--- config.mk ---
export PLATFORM = sky130hd
export DESIGN_NAME = mips_main_control
export DESIGN_NICKNAME = d
export VERILOG_FILES = /design/src/rtl/mips_ctrl_pkg.sv /design/src/rtl/mc_output_decode.sv /design/src/rtl/mips_main_control.sv
export SDC_FILE = /design/constraint.sdc
export NUM_CORES = 1
export LEC_CHECK = 0
export CORE_MARGIN = 1
export CORE_UTILIZATION = 37
export CTS_BUF_LIST = sky130_fd_sc_hd__clkbuf_8
export CTS_CLUSTER_DIAMETER = 30
export CTS_CLUSTER_SIZE = 10
export DETAILED_ROUTE_END_ITERATION = 12
export PLACE_DENSITY = 0.88
export SLEW_MARGIN = 20
export SYNTH_ARGS = -nofsm -noshare
export SYNTH_HDL_FRONTEND = slang
export SYNTH_SLANG_ARGS = --single-unit
export TNS_END_PERCENT = 10
--- constraint.sdc ---
create_clock -name clk -period 2 [get_ports clk]
set_input_delay 0.5 -clock clk [delete_from_list [all_inputs] [get_ports clk]]
set_output_delay 0.5 -clock clk [all_outputs]
set_load 0.02 [all_outputs]
--- src/rtl/mips_ctrl_pkg.sv ---
// Shared encodings for the multicycle MIPS main control: state codes, opcodes,
// ALU/mux select constants and the packed control word.
package mips_ctrl_pkg;

    typedef enum logic [3:0] {
        S_FETCH  = 4'd0,
        S_DECODE = 4'd1,
        S_MEMADR = 4'd2,
        S_MEMRD  = 4'd3,
        S_MEMWB  = 4'd4,
        S_MEMWR  = 4'd5,
        S_EXEC   = 4'd6,
        S_ALUWB  = 4'd7,
        S_BRANCH = 4'd8,
        S_ADDIEX = 4'd9,
        S_ADDIWB = 4'd10,
        S_JUMP   = 4'd11
    } state_t;

    localparam logic [5:0] OP_RTYPE = 6'b000000;
    localparam logic [5:0] OP_LW    = 6'b100011;
    localparam logic [5:0] OP_SW    = 6'b101011;
    localparam logic [5:0] OP_BEQ   = 6'b000100;
    localparam logic [5:0] OP_J     = 6'b000010;
    localparam logic [5:0] OP_ADDI  = 6'b001000;

    localparam logic [1:0] ALUOP_ADD   = 2'b00;
    localparam logic [1:0] ALUOP_SUB   = 2'b01;
    localparam logic [1:0] ALUOP_FUNCT = 2'b10;

    localparam logic [1:0] SRCB_B      = 2'b00;
    localparam logic [1:0] SRCB_FOUR   = 2'b01;
    localparam logic [1:0] SRCB_IMM    = 2'b10;
    localparam logic [1:0] SRCB_IMM_SH = 2'b11;

    localparam logic [1:0] PCSRC_ALU    = 2'b00;
    localparam logic [1:0] PCSRC_ALUOUT = 2'b01;
    localparam logic [1:0] PCSRC_JUMP   = 2'b10;

    typedef struct packed {
        logic       pc_write;
        logic       pc_write_cond;
        logic       i_or_d;
        logic       mem_read;
        logic       mem_write;
        logic       ir_write;
        logic       mem_to_reg;
        logic       reg_dst;
        logic       reg_write;
        logic       alu_src_a;
        logic [1:0] alu_src_b;
        logic [1:0] pc_source;
        logic [1:0] op_alu;
        logic       instr_done;
    } ctrl_t;

endpackage

--- src/rtl/mc_output_decode.sv ---
// Moore output decode: maps the current state (and mem_ready for the memory
// handshake states) to the datapath control word. Macro MC_ADDI_EN enables addi states.
module mc_output_decode
    import mips_ctrl_pkg::*;
(
    input  state_t state,
    input  logic   mem_ready,
    output ctrl_t  ctrl
);

    always_comb begin
        ctrl           = '0;
        ctrl.alu_src_b = SRCB_B;
        ctrl.pc_source = PCSRC_ALU;
        ctrl.op_alu    = ALUOP_ADD;
        case (state)
            S_FETCH: begin
                ctrl.mem_read  = 1'b1;
                ctrl.ir_write  = mem_ready;
                ctrl.pc_write  = mem_ready;
                ctrl.alu_src_b = SRCB_FOUR;
            end
            S_DECODE: begin
                ctrl.alu_src_b = SRCB_IMM_SH;
            end
            S_MEMADR: begin
                ctrl.alu_src_a = 1'b1;
                ctrl.alu_src_b = SRCB_IMM;
            end
            S_MEMRD: begin
                ctrl.mem_read = 1'b1;
                ctrl.i_or_d   = 1'b1;
            end
            S_MEMWB: begin
                ctrl.reg_write  = 1'b1;
                ctrl.mem_to_reg = 1'b1;
                ctrl.instr_done = 1'b1;
            end
            S_MEMWR: begin
                ctrl.mem_write  = 1'b1;
                ctrl.i_or_d     = 1'b1;
                ctrl.instr_done = mem_ready;
            end
            S_EXEC: begin
                ctrl.alu_src_a = 1'b1;
                ctrl.op_alu    = ALUOP_FUNCT;
            end
            S_ALUWB: begin
                ctrl.reg_write  = 1'b1;
                ctrl.reg_dst    = 1'b1;
                ctrl.instr_done = 1'b1;
            end
            S_BRANCH: begin
                ctrl.alu_src_a     = 1'b1;
                ctrl.op_alu        = ALUOP_SUB;
                ctrl.pc_write_cond = 1'b1;
                ctrl.pc_source     = PCSRC_ALUOUT;
                ctrl.instr_done    = 1'b1;
            end
            S_JUMP: begin
                ctrl.pc_write   = 1'b1;
                ctrl.pc_source  = PCSRC_JUMP;
                ctrl.instr_done = 1'b1;
            end
`ifdef MC_ADDI_EN
            S_ADDIEX: begin
                ctrl.alu_src_a = 1'b1;
                ctrl.alu_src_b = SRCB_IMM;
            end
            S_ADDIWB: begin
                ctrl.reg_write  = 1'b1;
                ctrl.instr_done = 1'b1;
            end
`endif
            default: ;
        endcase
    end

endmodule

--- src/rtl/mips_main_control.sv ---
// Multicycle MIPS main control FSM with memory-ready handshake.
// Optional addi support is enabled by defining MC_ADDI_EN.
module mips_main_control
    import mips_ctrl_pkg::*;
(
    input  logic       clk,
    input  logic       rst,
    input  logic [5:0] opcode,
    input  logic       mem_ready,
    output logic       PCWrite,
    output logic       PCWriteCond,
    output logic       IorD,
    output logic       MemRead,
    output logic       MemWrite,
    output logic       IRWrite,
    output logic       MemtoReg,
    output logic       RegDst,
    output logic       RegWrite,
    output logic       ALUSrcA,
    output logic [1:0] ALUSrcB,
    output logic [1:0] PCSource,
    output logic [1:0] OpALU,
    output logic [3:0] state,
    output logic       illegal_op,
    output logic       instr_done
);

    state_t state_q;
    state_t state_d;
    logic   dec_illegal;
    ctrl_t  raw_ctrl;
    ctrl_t  ctrl;

    always_ff @(posedge clk) begin
        if (rst) state_q <= S_FETCH;
        else     state_q <= state_d;
    end

    always_comb begin
        state_d     = S_FETCH;
        dec_illegal = 1'b0;
        case (state_q)
            S_FETCH:  state_d = mem_ready ? S_DECODE : S_FETCH;
            S_DECODE: begin
                case (opcode)
                    OP_LW, OP_SW: state_d = S_MEMADR;
                    OP_RTYPE:     state_d = S_EXEC;
                    OP_BEQ:       state_d = S_BRANCH;
                    OP_J:         state_d = S_JUMP;
`ifdef MC_ADDI_EN
                    OP_ADDI:      state_d = S_ADDIEX;
`endif
                    default:      dec_illegal = 1'b1;
                endcase
            end
            S_MEMADR: state_d = (opcode == OP_SW) ? S_MEMWR : S_MEMRD;
            S_MEMRD:  state_d = mem_ready ? S_MEMWB : S_MEMRD;
            S_MEMWR:  state_d = mem_ready ? S_FETCH : S_MEMWR;
            S_EXEC:   state_d = S_ALUWB;
`ifdef MC_ADDI_EN
            S_ADDIEX: state_d = S_ADDIWB;
`endif
            default:  state_d = S_FETCH;
        endcase
    end

    mc_output_decode u_decode (
        .state     (state_q),
        .mem_ready (mem_ready),
        .ctrl      (raw_ctrl)
    );

    // Reset blanks every output combinationally so no strobe leaks in the reset cycle.
    always_comb begin
        ctrl = raw_ctrl;
        if (rst) ctrl = '0;
    end

    assign PCWrite     = ctrl.pc_write;
    assign PCWriteCond = ctrl.pc_write_cond;
    assign IorD        = ctrl.i_or_d;
    assign MemRead     = ctrl.mem_read;
    assign MemWrite    = ctrl.mem_write;
    assign IRWrite     = ctrl.ir_write;
    assign MemtoReg    = ctrl.mem_to_reg;
    assign RegDst      = ctrl.reg_dst;
    assign RegWrite    = ctrl.reg_write;
    assign ALUSrcA     = ctrl.alu_src_a;
    assign ALUSrcB     = ctrl.alu_src_b;
    assign PCSource    = ctrl.pc_source;
    assign OpALU       = ctrl.op_alu;
    assign state       = rst ? 4'd0 : state_q;
    assign illegal_op  = dec_illegal & ~rst;
    assign instr_done  = ctrl.instr_done | illegal_op;

endmodule

==> results.py <==
metrics = {
    "power": {
        "logic_pwr_share_pct": 32.7,
        "powerDensity_nw_per_um2": 375,
        "share_seq_of_total_power_pct": 21.8,
        "intPower_mw": 0.268,
        "switchingPower_mw": 0.116,
        "power.static_leakage_nw": 0.467,
        "switching_share_pct": 30.3,
        "clock_power_share_pct": 45.5,
        "power.ir.vdd_worst_v": 0.000455,
    },
    "synth": {
        "count_of_cell_types_in_the_netlist": 29,
        "synthXorXnorAreaFrac_pct": 3.58,
        "synth_top_family_by_area": "simple AND/OR/NAND/NOR gates",
        "cell_accounting_for_the_most_synthesized_area": "sky130_fd_sc_hd__dfxtp_1",
        "synth-seq-area-share_pct": 16.4,
        "synthMuxAreaShare_pct": 2.05,
        "synth_cells": 77,
        "post_synth_fa_ha_maj_area_fraction_pct": 0,
        "synth_top_cells_by_area": "sky130_fd_sc_hd__dfxtp_1 16%, sky130_fd_sc_hd__nor2_1 10%, sky130_fd_sc_hd__a21oi_1 7.2%, sky130_fd_sc_hd__nor3_1 7.2%, sky130_fd_sc_hd__nand2b_1 5.1%",
        "syn_area_per_cell_sq_um": 6.35,
        "synth_compound_gate_area_share_pct": 22.8,
        "synth-simple-area-share_pct": 47.6,
        "synth_top_area_share_pct": 16.4,
        "synth_fp_nets": 86,
        "syn_area_sq_um": 489,
        "synthesis.yosys.warnings": 0,
        "ys_seq_elements": 4,
    },
    "place": {
        "gp_routability_congestion": 0.882,
        "placed_instance_area_sq_um": 956,
        "dpl_worst_slack_ps": -819,
        "io_buffers": 30,
        "dp_hpwl_microns": 1680,
    },
    "drt": {
        "drc": 0,
        "detailedRoute.firstIterationViolations": 52,
        "wirelength_microns": 2590,
        "route.antenna.remaining_nets": 0,
        "detail_route.wl_per_cell_microns": 18.5,
        "via_count": 826,
        "drtPass1Iterations": 4,
        "vias_per_cell": 5.90,
    },
    "finish": {
        "filler_cell_count": 64,
        "nets": 137,
        "layout.cells.most_common_list": "19 x sky130_fd_sc_hd__buf_4, 10 x sky130_fd_sc_hd__nor2_1, 7 x sky130_fd_sc_hd__a21oi_1, 7 x sky130_fd_sc_hd__buf_6",
        "areaGrowthSynthToFinish_pct": 109,
        "final_area_sq_um": 1020,
        "final_common_cell": "sky130_fd_sc_hd__buf_4",
        "drive_gt1_share_pct": 51.6,
        "layout.core_utilization_pct": 87.4,
        "insertedDiodeCount": 0,
        "largest_registers": "state_q: 4 flops",
        "largest_reg_flops": 4,
        "largest-register": "state_q",
    },
    "global_route": {
        "grt_first_pass_wirelength_microns": 3590,
        "global_route.usage.total_pct": 36.7,
        "use_met2_pct": 64.8,
        "largest_net_degree_at_the_start_of_global_routing": 13,
        "grt_overflow": 0,
        "number_of_global_route_vias_before_repair": 764,
        "antenna_violations_before_repair": 0,
        "grt_most_used_layer": "met2",
        "fraction_of_met1_tracks_used_by_global_routing_pct": 38.2,
        "grt.met3_usage_pct": 6.40,
    },
    "floorplanning": {
        "num_io_pins": 31,
        "die_area_sq_um": 1470,
        "chipWidth_microns": 38.4,
        "placeableCoreArea_sq_um": 1170,
        "core.rowCount": 12,
        "die-height_microns": 38.4,
        "initial_core_util_pct": 41.8,
    },
    "cts": {
        "clkLatencyLatePin_ps": 220,
        "clk_transition_reported_paths_ps": 30,
        "cts_tree": "built",
        "cts_buffers": 3,
        "cts_root_buf": "sky130_fd_sc_hd__clkbuf_8",
        "cts_max_path_buffers": 2,
        "cts.sink_count": 4,
        "cts-htree-levels": 1,
    },
    "flow_run": {
        "maxCapViolations": 0,
    },
    "critical_path": {
        "path_class": "register to output port",
        "startpoint_type": "register",
        "top_fanout_value_on_the_critical_path": 4,
        "startpoint_of_the_worst_slack_reg_to_reg_timing_path": "state_q[2]",
        "critPathArrivalTime_ps": 1510,
        "worst-r2r-setup-slack_ps": 280,
        "setup_crit_end_kind": "output port",
        "cp_data_required_time_ps": 1500,
        "critical_path.startpoint": "state_q[2]",
    },
    "sta": {
        "worst_slew_margin_rel_pct": 67.7,
        "finalHoldViolCount": 0,
        "slew_violations": 0,
        "setup_viol": 2,
        "final_period_minus_worst_setup_slack_ps": 2010,
        "fmax_mhz": 497,
        "post_route_setup_slack_ps": -12.5,
        "rsz0062_at_grt": "yes",
        "tightest_slew_ps": 479,
        "post_route_skew_ps": 4.48,
        "period_share_pct": 101,
    },
    "run_status": {
        "violations": "negative setup slack",
        "run_status": "complete, but fails checks",
    },
    "worst_hold_path": {
        "min_from": "state_q[3]",
        "timing.hold.worst.class": "register to register",
    },
}
layer usage:
metal	vias to the layer above	share of wire, %
met5	-	0
met4	0	5.6
met3	19	6.0
met2	53	49
met1	384	39
li1	370	-
power groups by stage:
stage               logic, mW  clock network (mW)  registers [mW]
global route            0.131               0.177          0.0838
detailed placement      0.118                   0          0.0844
finish                  0.126               0.175          0.0836
CTS                     0.115               0.175          0.0833
global placement        0.112                   0          0.0842
floorplan              0.0490                   0          0.0852
per-stage QoR:
step | cells | hold slack, ps | setup TNS [ps] | power [mW]
finish | 140 | 725 | -13.1 | 0.384
global route | 140 | 761 | -58.5 | 0.392
CTS | 139 | 713 | -175 | 0.374
detailed placement | 135 | 724 | -13800 | 0.202
global placement | 135 | 668 | -13020 | 0.197
floorplan | 77 | 616 | -122 | 0.134
what timing repair did:
action	CTS	global route
setup buffers	1	1
gates resized for setup	84	30
hold buffers	0	0
endpoints found under the setup margin	23	15
pin swaps	6	7
area by class of cell:
cell class / instances / area (sq um) / share of cell area (%)
inverter: 3 / 11.3 / 1.10
clock buffer: 3 / 41.3 / 4.03
timing repair buffer: 52 / 424 / 41.4
sequential: 4 / 81.3 / 7.95
multi-input combinational: 64 / 448 / 43.8
tap: 14 / 17.5 / 1.71
worst max-delay path, cell delays in order (launching register included):
cell,delay (ps)
sky130_fd_sc_hd__dfxtp_2,330
sky130_fd_sc_hd__or3_4,430
sky130_fd_sc_hd__buf_4,170
sky130_fd_sc_hd__nor2_1,150
sky130_fd_sc_hd__buf_2,210
cell families after synthesis:
family,after synthesis
multiplexers,1
XOR/XNOR,2
flip-flops,4
AND/OR/NAND/NOR,43
buffers and inverters,9
AO/OA/AOI/OAI,18
cells in the mapped netlist (all sizes together):
master   count
xnor2        1
mux2i        1
o311ai       1
and3         1
a32oi        1
o21a         1
or2          2
nand2b       4
o21ai        4
a2111oi      1
nor3         7
inv          3
xor2         1
nor2        13
o22ai        1
a21oi        7
dfxtp        4
nor2b        4
clkbuf       3
a21o         1
or3          2
buf          3
a2bb2oi      1
nor4b        1
or4b         1
nand2        6
nand4        1
nand3        1
path summary, 6_finish.rpt:
path	end	cells after the start
min reg2reg	state_q[3]	3
max reg2reg	state_q[2]	6
min	state_q[3]	3
max	ALUSrcB[0]	4
No activity file was read; power rests on OpenSTA's default activity.
